===== src/rtl/sd_dat_card_responder_pkg.sv =====
// sd_dat_card_responder_pkg
//   Shared widths, CRC status token values and the FSM state encoding for the
//   SD card-side DAT bus responder.
package sd_dat_card_responder_pkg;

  localparam int BLOCK_SZ_WIDTH  = 10;
  localparam int BLOCK_CNT_WIDTH = 8;

  localparam logic [2:0] CRC_STAT_OK  = 3'b010;
  localparam logic [2:0] CRC_STAT_ERR = 3'b101;

  typedef enum logic [3:0] {
    IDLE, WR_DATA, WR_CRC, WR_END, WR_GAP, WR_TOKEN, WR_BUSY,
    RD_GAP, RD_START, RD_DATA, RD_CRC, RD_END
  } dat_state_e;

endpackage


===== src/rtl/sd_dat_card_responder_crc16.sv =====
// sd_crc16_serial
//   Bit-serial CRC16 (x^16+x^12+x^5+1), init 0, MSB first.
//   Ports: clk, rst_L (sync, active low), clr (sync clear), en (absorb din),
//          din (data bit), crc (current remainder).
//   Feeding din = crc[15] makes the feedback zero, so the register simply
//   shifts left; the responder uses that to stream the CRC out MSB first.
module sd_crc16_serial (
  input  logic        clk,
  input  logic        rst_L,
  input  logic        clr,
  input  logic        en,
  input  logic        din,
  output logic [15:0] crc
);
  logic fb;
  assign fb = din ^ crc[15];

  always_ff @(posedge clk) begin
    if (!rst_L || clr) crc <= '0;
    else if (en)       crc <= {crc[14:0], 1'b0} ^ (fb ? 16'h1021 : 16'h0000);
  end
endmodule


===== src/rtl/sd_dat_card_responder.sv =====
// sd_dat_card_responder
//   Card end of a 4-bit SD DAT bus, on the sd_clk domain.
//   Write: start bit -> 2*block_sz nibbles -> 16 CRC nibbles -> end bit,
//          then gap, CRC status token on DAT0 and a busy phase.
//   Read : on rd_start, block_cnt blocks of an incrementing byte pattern,
//          each with per-line CRC16 and end bit.
//   Ports: sd_clk, rst_L (sync active low), DAT_din (host lines),
//          DAT_dout/DAT_oe (card drive), block_sz, block_cnt, wr_en,
//          rd_start, rd_seed, rx_byte/rx_byte_valid (write bytes),
//          busy (not IDLE), wr_ok_cnt / wr_err_cnt (token counters).
module sd_dat_card_responder
  import sd_dat_card_responder_pkg::*;
#(
  parameter int BUSY_CYCLES = 8,
  parameter int NCRC_GAP    = 2,
  parameter int NAC_GAP     = 2
) (
  input  logic                       sd_clk,
  input  logic                       rst_L,
  input  logic [3:0]                 DAT_din,
  output logic [3:0]                 DAT_dout,
  output logic                       DAT_oe,
  input  logic [BLOCK_SZ_WIDTH-1:0]  block_sz,
  input  logic [BLOCK_CNT_WIDTH-1:0] block_cnt,
  input  logic                       wr_en,
  input  logic                       rd_start,
  input  logic [7:0]                 rd_seed,
  output logic [7:0]                 rx_byte,
  output logic                       rx_byte_valid,
  output logic                       busy,
  output logic [15:0]                wr_ok_cnt,
  output logic [15:0]                wr_err_cnt
);
  // Counter must reach 2*block_sz-1, 15 and BUSY_CYCLES.
  localparam int CW = BLOCK_SZ_WIDTH + 2;

  dat_state_e                 state;
  logic [CW-1:0]              cnt, last_nib;
  logic [BLOCK_SZ_WIDTH-1:0]  sz;
  logic [BLOCK_CNT_WIDTH-1:0] rem;
  logic [7:0]                 rd_byte;
  logic [3:0]                 hi_nib;
  logic                       crc_bad;
  logic [2:0]                 status;

  logic [3:0][15:0] crc;
  logic [3:0]       crc_msb, crc_din, rd_nib;
  logic             crc_en, crc_clr;

  assign last_nib = {1'b0, sz, 1'b0} - CW'(1);
  assign crc_msb  = {crc[3][15], crc[2][15], crc[1][15], crc[0][15]};
  // Next read nibble: high nibble at even positions, low nibble at odd ones.
  assign rd_nib   = (state == RD_START || cnt[0]) ? rd_byte[7:4] : rd_byte[3:0];
  assign crc_clr  = (state == IDLE) || (state == RD_GAP);

  // CRC absorbs each read nibble on the same edge that registers it onto
  // DAT_dout, so the remainder is complete when the CRC phase begins.
  always_comb begin
    crc_en  = 1'b0;
    crc_din = crc_msb;
    case (state)
      WR_DATA:  begin crc_en = 1'b1; crc_din = DAT_din; end
      WR_CRC:   crc_en = 1'b1;
      RD_START: begin crc_en = 1'b1; if (sz != '0) crc_din = rd_nib; end
      RD_DATA:  begin crc_en = 1'b1; if (cnt != last_nib) crc_din = rd_nib; end
      RD_CRC:   crc_en = (cnt != CW'(15));
      default:  ;
    endcase
  end

  sd_crc16_serial u_crc [3:0] (
    .clk   (sd_clk),
    .rst_L (rst_L),
    .clr   (crc_clr),
    .en    (crc_en),
    .din   (crc_din),
    .crc   (crc)
  );

  always_ff @(posedge sd_clk) begin
    if (!rst_L) begin
      state <= IDLE;   cnt <= '0;     sz <= '0;      rem <= '0;
      rd_byte <= '0;   hi_nib <= '0;  crc_bad <= 1'b0; status <= '0;
      DAT_oe <= 1'b0;  DAT_dout <= 4'hF;
      rx_byte <= '0;   rx_byte_valid <= 1'b0; busy <= 1'b0;
      wr_ok_cnt <= '0; wr_err_cnt <= '0;
    end else begin
      rx_byte_valid <= 1'b0;
      case (state)
        IDLE: begin
          DAT_oe <= 1'b0; DAT_dout <= 4'hF; cnt <= '0;
          if (rd_start) begin
            sz      <= block_sz;
            rem     <= (block_cnt == '0) ? BLOCK_CNT_WIDTH'(1) : block_cnt;
            rd_byte <= rd_seed;
            busy    <= 1'b1;
            state   <= RD_GAP;
          end else if (wr_en && DAT_din == 4'h0) begin
            sz      <= block_sz;
            crc_bad <= 1'b0;
            busy    <= 1'b1;
            state   <= (block_sz == '0) ? WR_CRC : WR_DATA;
          end
        end
        WR_DATA: begin
          cnt <= cnt + CW'(1);
          if (!cnt[0]) hi_nib <= DAT_din;
          else begin rx_byte <= {hi_nib, DAT_din}; rx_byte_valid <= 1'b1; end
          if (cnt == last_nib) begin cnt <= '0; state <= WR_CRC; end
        end
        WR_CRC: begin
          cnt     <= cnt + CW'(1);
          crc_bad <= crc_bad | (DAT_din != crc_msb);
          if (cnt == CW'(15)) begin cnt <= '0; state <= WR_END; end
        end
        WR_END: begin
          status <= (!crc_bad && DAT_din == 4'hF) ? CRC_STAT_OK : CRC_STAT_ERR;
          cnt    <= '0;
          state  <= WR_GAP;
        end
        WR_GAP: begin
          cnt <= cnt + CW'(1);
          if (cnt == CW'(NCRC_GAP - 1)) begin
            cnt <= '0; state <= WR_TOKEN; DAT_oe <= 1'b1; DAT_dout <= 4'hE;
          end
        end
        WR_TOKEN: begin
          cnt <= cnt + CW'(1);
          case (cnt)
            CW'(0): DAT_dout <= {3'b111, status[2]};
            CW'(1): DAT_dout <= {3'b111, status[1]};
            CW'(2): DAT_dout <= {3'b111, status[0]};
            CW'(3): begin
              DAT_dout <= 4'hF;
              if (status == CRC_STAT_OK) wr_ok_cnt  <= wr_ok_cnt + 16'd1;
              else                       wr_err_cnt <= wr_err_cnt + 16'd1;
            end
            default: begin cnt <= '0; DAT_dout <= 4'hE; state <= WR_BUSY; end
          endcase
        end
        WR_BUSY: begin
          cnt <= cnt + CW'(1);
          if (cnt == CW'(BUSY_CYCLES - 1)) DAT_dout <= 4'hF;
          if (cnt == CW'(BUSY_CYCLES)) begin
            DAT_oe <= 1'b0; busy <= 1'b0; state <= IDLE;
          end
        end
        RD_GAP: begin
          cnt <= cnt + CW'(1);
          if (cnt == CW'(NAC_GAP - 1)) begin
            cnt <= '0; state <= RD_START; DAT_oe <= 1'b1; DAT_dout <= 4'h0;
          end
        end
        RD_START: begin
          cnt <= '0;
          if (sz == '0) begin DAT_dout <= crc_msb; state <= RD_CRC;  end
          else          begin DAT_dout <= rd_nib;  state <= RD_DATA; end
        end
        RD_DATA: begin
          cnt <= cnt + CW'(1);
          if (cnt == last_nib) begin
            cnt <= '0; DAT_dout <= crc_msb; state <= RD_CRC;
          end else begin
            DAT_dout <= rd_nib;
            if (!cnt[0]) rd_byte <= rd_byte + 8'd1;  // low nibble leaves now
          end
        end
        RD_CRC: begin
          cnt <= cnt + CW'(1);
          if (cnt == CW'(15)) begin DAT_dout <= 4'hF; state <= RD_END; end
          else DAT_dout <= crc_msb;
        end
        RD_END: begin
          DAT_oe <= 1'b0;
          cnt    <= '0;
          if (rem == BLOCK_CNT_WIDTH'(1)) begin state <= IDLE; busy <= 1'b0; end
          else begin rem <= rem - BLOCK_CNT_WIDTH'(1); state <= RD_GAP; end
        end
        default: state <= IDLE;
      endcase
    end
  end
endmodule


===== config.mk =====
export PLATFORM = sky130hd
export DESIGN_NAME = sd_dat_card_responder
export DESIGN_NICKNAME = d
export VERILOG_FILES = /design/src/rtl/sd_dat_card_responder_pkg.sv /design/src/rtl/sd_dat_card_responder_crc16.sv /design/src/rtl/sd_dat_card_responder.sv
export SDC_FILE = /design/constraint.sdc
export NUM_CORES = 1
export LEC_CHECK = 0
export ABC_AREA = 0
export CORE_AREA = 2 2 172 174
export DETAILED_ROUTE_END_ITERATION = 10
export DIE_AREA = 0 0 174 176
export GPL_ROUTABILITY_DRIVEN = 0
export PLACE_DENSITY_LB_ADDON = 0.12
export SLEW_MARGIN = 30
export SYNTH_ARGS = -nofsm -noshare
export SYNTH_HDL_FRONTEND = slang
export SYNTH_SLANG_ARGS = --single-unit

===== constraint.sdc =====
create_clock -name sd_clk -period 3.4 [get_ports sd_clk]
set_clock_uncertainty 0.05 [all_clocks]
set_input_delay 0.51 -clock sd_clk [delete_from_list [all_inputs] [get_ports sd_clk]]
set_output_delay 0.51 -clock sd_clk [all_outputs]
set_load 0.05 [all_outputs]

### Word-level counts from Yosys, hierarchy flattened

Index checks and enable logic that the tools add are counted.

* register bits: 161
* output and inout bits: 47
* bits of input ports: 34
* logic and storage cells: 178

* equal/unequal tests: 42
* reductions and logical operators: 42
* multiplexer cells: 58
* $add $sub $neg: 6
* bitwise logic cells: 11

Operator list (number)
* 2-to-1 mux 4 bit: 19
* one-hot mux 12 bit (6 select lines): 1
* bitwise XOR 16 bit: 4
* 2-to-1 mux 13 bit: 4
* 2-to-1 mux 12 bit: 4
* 2-to-1 mux 8 bit: 6
* one-hot mux 4 bit (12 select lines): 1
* adder 16 x 1 -> 16 bit, second input constant: 2
* one-hot mux 4 bit (8 select lines): 1
* one-hot mux 8 bit (2 select lines): 2
* != test 2 bit, second input constant: 14
* == test 12 x 2 -> 1 bit, second input constant: 2
* == test 12 x 4 -> 1 bit, second input constant: 2
* == test 4 bit, second input constant: 5
* zero test 10 bit: 2
* 2-to-1 mux 10 bit: 2
* == test 4 x 3 -> 1 bit, second input constant: 4
* AND reduction 3 bit: 5
* adder 12 x 1 -> 12 bit, second input constant: 1
* == test 12 x 1 -> 1 bit, second input constant: 1
* == test 12 bit: 1
* == test 12 x 3 -> 1 bit, second input constant: 1
* zero test 12 bit: 1
* != test 12 bit: 1
* other kinds (36): 73

### Depth between registers and ports, before layout

* depth after elaboration: 8
* gate-level depth with buffers: 11
* mapped depth without buffers: 10

### Hierarchy

A second synthesis with hierarchy kept.

* cell total of the unflattened synthesis: 969
* area, all modules: 8219.1 um^2

Modules (own cells, without submodules)
* sd_dat_card_responder: instances 1, cells each 729, area an instance 5691.7 um^2, seq. area each 1921.8 um^2
* sd_crc16_serial: instances 4, cells each 60, area an instance 631.9 um^2, seq. area each 320.3 um^2

### Worst setup path before layout

Ideal clock, no wire load.

* path type: flip-flop to flip-flop
* start point: register sz[0]
* end point: register u_crc[0].crc[0]
* slack: 567 ps
* stages on the path, launching flop included: 11
* buffers on the path: 0
* setup time: 101 ps
* arrival: 2682 ps
* period minus slack after synthesis: 2833 ps
* required time: 3249 ps
* cells stage by stage: dfxtp_1 -> inv_1 -> ha_1 -> nor3b_2 -> a21boi_1 -> or4_1 -> nor4_2 -> a41oi_2 -> a22oi_2 -> a21boi_0 -> o41ai_1

* word-level cells in the longest chain between the ends: 7
* elaborated cells between the ends (all ways): 9
* those cells by class: add/sub (1); eq/ne (1); mux (4); bitwise (2); reduce/logical (1)

RTL lines
* from (decl): line sd_dat_card_responder.sv:39 `logic [BLOCK_SZ_WIDTH-1:0] sz;`
* from (signal assigned): line sd_dat_card_responder.sv:93 `sz <= block_sz;`
* from (signal assigned): line sd_dat_card_responder.sv:99 `sz <= block_sz;`
* subtractor 11 x 1 -> 12 bit: line sd_dat_card_responder.sv:50 `assign last_nib = {1'b0, sz, 1'b0} - CW'(1);`
* != test 12 bit: line sd_dat_card_responder.sv:65 `RD_DATA: begin crc_en = 1'b1; if (cnt != last_nib) crc_din = rd_nib; end`
* 2-to-1 mux 4 bit: line sd_dat_card_responder.sv:65
* one-hot mux 4 bit (3 select lines) *: line sd_dat_card_responder.sv:61 `case (state)`
* bitwise XOR 1 bit *: line sd_dat_card_responder_crc16.sv:16 `assign fb = din ^ crc[15];`
* 2-to-1 mux 13 bit *: line sd_dat_card_responder_crc16.sv:20 `else if (en) crc <= {crc[14:0], 1'b0} ^ (fb ? 16'h1021 : 16'h0000);`
* bitwise XOR 16 bit *: line sd_dat_card_responder_crc16.sv:20
* to (signal assigned): line sd_dat_card_responder_crc16.sv:20
* to (decl): line sd_dat_card_responder_crc16.sv:13 `output logic [15:0] crc`

Mark *: on every way between the ends. The rest lies on a longest branch, timed or not.
A chain may end at the register's enable or synchronous reset.

### Worst setup path in the final report

* start point: register sz[0]
* end point: register DAT_dout[1]

* word-level cells in the longest chain between the ends: 4
* elaborated cells between the ends (all ways): 6
* those cells by class: add/sub (1); eq/ne (1); mux (3); reduce/logical (1)

RTL lines
* subtractor 11 x 1 -> 12 bit: line sd_dat_card_responder.sv:50
* == test 12 bit: line sd_dat_card_responder.sv:161 `if (cnt == last_nib) begin`
* 2-to-1 mux 4 bit: line sd_dat_card_responder.sv:161
* one-hot mux 4 bit (8 select lines) *: line sd_dat_card_responder.sv:89 `case (state)`
* to (signal assigned): line sd_dat_card_responder.sv:130 `CW'(0): DAT_dout <= {3'b111, status[2]};`
* to (signal assigned): line sd_dat_card_responder.sv:164 `DAT_dout <= rd_nib;`
* to (signal assigned): line sd_dat_card_responder.sv:171 `else DAT_dout <= crc_msb;`
* to (decl): line sd_dat_card_responder.sv:21 `output logic [3:0] DAT_dout,`

Marked as above.

==> out/qor.csv <==
stage,metric,value,unit
grt,grt_start_max_net_pins,77,
layout,multi_input_area,4990,um^2
sta,relSlewSlack,50.6,%
sta,worstMarginPinSlew,0.739,ns
setup_path,worst-path-max-fanout,8,
grt,grt_pass1_wl,39.4,mm
synthesis,synthXorXnorAreaFrac,4.64,%
route,wire_per_inst,15.8,um
setup_path,slowest_delay,0.58,ns
setup_path,worst-path-buf-inv,1,
setup_path,crit_required,3.66,ns
placement,portBuffers,80,
clock_network,clock_latency,0.44,ns
synthesis,syn_inst,1060,
synthesis,ys_ff_latch,160,
grt,grt_antenna_before_repair,0,
die,ioPinCount,81,
sta,min_period_over_period,90.8,%
synthesis,yosys_most_used_dff,dfxtp_1,
route,vias,7692,
power,p_leak,3.65,nW
route,first_iter_violations,507,
power,p_clk_share,26.8,%
sta,slew_violations,0,
synthesis,synth_top_family_by_area,simple AND/OR/NAND/NOR gates,
synthesis,synth_cell_types,72,
power,p_comb_share,41.3,%
die,start_util,29.8,%
sta,hold_viol,0,
synthesis,synthMuxAreaShare,2.74,%
job,drv_cap,0,
die,coreArea,28500,um^2
synthesis,ys_top_cells_by_area,"dfxtp_1 (38%), nand2_1 (7.6%), a21oi_1 (4.9%)",
setup_path,crit_type,reg -> reg,
grt,gr-total-overflow,0,
layout,num_antenna_cells,0,
synthesis,yosysWarnings,0,
synthesis,synthArstFlopShare,0,%
route,vias_per_cell,5.05,
die,die_h,176,um
route,drcViolationCount,0,
die,fp.dieW,174,um
synthesis,ys_seq_area_share,37.7,%
synthesis,syn_avg_cell_area,8.02,um^2
setup_path,endpoint_kind,register,
die,rows,62,
power,power.switching,0.00307,W
layout,final_common_cell,nand2_1,
layout,area_delta_synth_final,22.4,%
sta,fin_crit,3.09,ns
setup_path,critPathLaunchType,register,
clock_network,cts_buffer_depth,2,
layout,final_cell_mix,"nand2_1 (170), dfxtp_1 (160), a21oi_1 (83), clkdlybuf4s50_1 (79), nor2_1 (60)",
die,dieArea,30600,um^2
sta,hold_slack,0.400,ns
synthesis,syn_nets,1105,
power,switching_share,42.5,%
route,antenna_left,0,
route,drtPass1Iterations,5,
setup_path,crit_slowest_cell,or4_1,
synthesis,yosys.area_share.simple,29.8,%
sta,setup_viol,0,
layout,utilization,36.4,%
route,dr_wl_met2,10.8,mm
synthesis,synthAdderAreaFrac,1.62,%
power,intPower,0.00416,W
synthesis,synth_compound_area_share,19.6,%
synthesis,syn-cell-area,8500,um^2
clock_network,postCtsHoldBufs,0,
clock_network,htreeDepth,4,
synthesis,synth_top_area_cell,dfxtp_1,
clock_network,cts_resized,0,
power,peakVddDrop,0.343,mV
sta,max_freq,0.324,GHz
clock_network,root_buffer,clkbuf_16,
synthesis,synth_edf_count,0,
clock_network,clkSlewWorstSetupHoldPaths,0.07,ns
setup_path,cp_top_family,simple AND/OR/NAND/NOR gates,
clock_network,cts_inserted_buffers,17,
power,pwr_density_cell,695,nW/um^2
grt,grt_pass1_vias,7179,
setup_path,cp_data_arrival_time,3.35,ns
route,wl_met1,12.1,mm
clock_network,clock_sinks,160,
layout,ff_latch_area,3200,um^2
worst_hold_path,worst_hold_path_type,reg -> reg,
clock_network,cts_tree,yes,
power,sequentialPowerShare,32.0,%
layout,fill_cells,3050,
placement,hpwl,17.0,mm
route,dr_wl_met3,989,um
synthesis,synth_top_area_share,37.7,%
sta,rsz0062_at_grt,no,
setup_path,path_cells,inv_1 -> ha_1 -> xor2_1 -> nand3_1 -> or4_1 -> nor2_1 -> and4_1 -> nor4_2 -> nor4b_1 -> o21ai_1,
route,drt-total-wl,24.1,mm
sta,tns,0,ns
route,highest-signal-layer,met4,
outcome,status,"complete, no violations",
layout,drive_gt1_share,9.65,%
clock_network,post_cts_buffers,0,
layout,nNetsFinal,1172,
grt,grtUsageTotal,15.9,%
[metrics by stage]
step                      std cells  instance area, um^2  worst slack, ns  power [W]
after floorplan                1060                 8500            0.567    0.00438
after global placement         1492                 9810            0.402    0.00536
after detailed placement       1492                 9810            0.321    0.00534
after CTS                      1524                10400            0.296    0.00732
after global routing           1524                10400           0.0709    0.00772
final                          1524                10400            0.312    0.00723
[flip-flops by register name (all words and copies together), names as in the netlist]
register	flops
u_crc.crc	64
wr_err_cnt	16
wr_ok_cnt	16
cnt	12
sz	10
rd_byte	8
rem	8
rx_byte	8
DAT_dout	4
hi_nib	4
state	4
status	2
DAT_oe	1
busy	1
crc_bad	1
rx_byte_valid	1
[worst paths after layout]
check                               start                           end  slack (ns)  cells after the start
max                    sz[0]$_SDFFE_PN0P_      DAT_dout[1]$_SDFFE_PN1P_        0.31                     10
min          u_crc[0].crc[6]$_SDFFE_PP0P_  u_crc[0].crc[7]$_SDFFE_PP0P_        0.40                      2
max reg2reg            sz[0]$_SDFFE_PN0P_      DAT_dout[1]$_SDFFE_PN1P_        0.31                     10
min reg2reg  u_crc[0].crc[6]$_SDFFE_PP0P_  u_crc[0].crc[7]$_SDFFE_PP0P_        0.40                      2
[area by class of cell]
class	instances	area share [%]
Multi-Input combinational cell	819	48.0
Tap cell	384	4.62
Clock buffer	17	4.09
Timing Repair Buffer	118	10.5
Clock inverter	15	1.61
Sequential cell	160	30.8
Inverter	11	0.397
[kinds of logic (layout without fill, tap and decap cells)]
group | Yosys count | after routing
AND/OR/NAND/NOR | 488 | 488
AO/OA/AOI/OAI | 252 | 252
XOR/XNOR | 45 | 45
buffers and inverters | 81 | 161
adder cells (fa/ha/maj) | 11 | 11
flip-flops | 160 | 160
multiplexers | 23 | 23
[worst register-to-register path: cells and delay by family (launching register included)]
kind / cells / cell delay, ns
DFF: 1 / 0.43
xor gates and xnor gates: 1 / 0.13
buffers and inverters: 1 / 0.10
adders and majority gates: 1 / 0.31
and+or+nand+nor: 6 / 1.83
AOI/OAI and AO/OA: 1 / 0.12
[metal layers]
metal,up-vias,track usage [%]
li1,3920,-
met1,3607,22.7
met2,151,24.8
met3,14,2.82
met4,0,4.10
met5,-,0
[cells in the mapped netlist, drive strengths merged, types with 14 or more instances]
| cell type | number |
|---|---|
| a21oi | 83 |
| o21ai | 44 |
| nor2b | 36 |
| xor2 | 19 |
| nor2 | 61 |
| and2 | 31 |
| nor3 | 34 |
| dfxtp | 160 |
| mux2i | 21 |
| a21boi | 19 |
| and3 | 27 |
| nor4 | 15 |
| a31oi | 14 |
| clkbuf | 50 |
| buf | 20 |
| xnor2 | 26 |
| nand3 | 49 |
| nand2 | 171 |
[power groups by stage]
| stage | Combinational, W | Sequential, W | Clock [W] |
|---|---|---|---|
| 2_1_floorplan | 0.00210 | 0.00228 | 0 |
| 5_1_grt | 0.00329 | 0.00235 | 0.00208 |
| 3_3_place_gp | 0.00300 | 0.00236 | 0 |
| 6_report | 0.00298 | 0.00231 | 0.00194 |
| 4_1_cts | 0.00301 | 0.00231 | 0.00200 |
| 3_5_place_dp | 0.00299 | 0.00235 | 0 |
No activity file was read; power rests on OpenSTA's default activity.
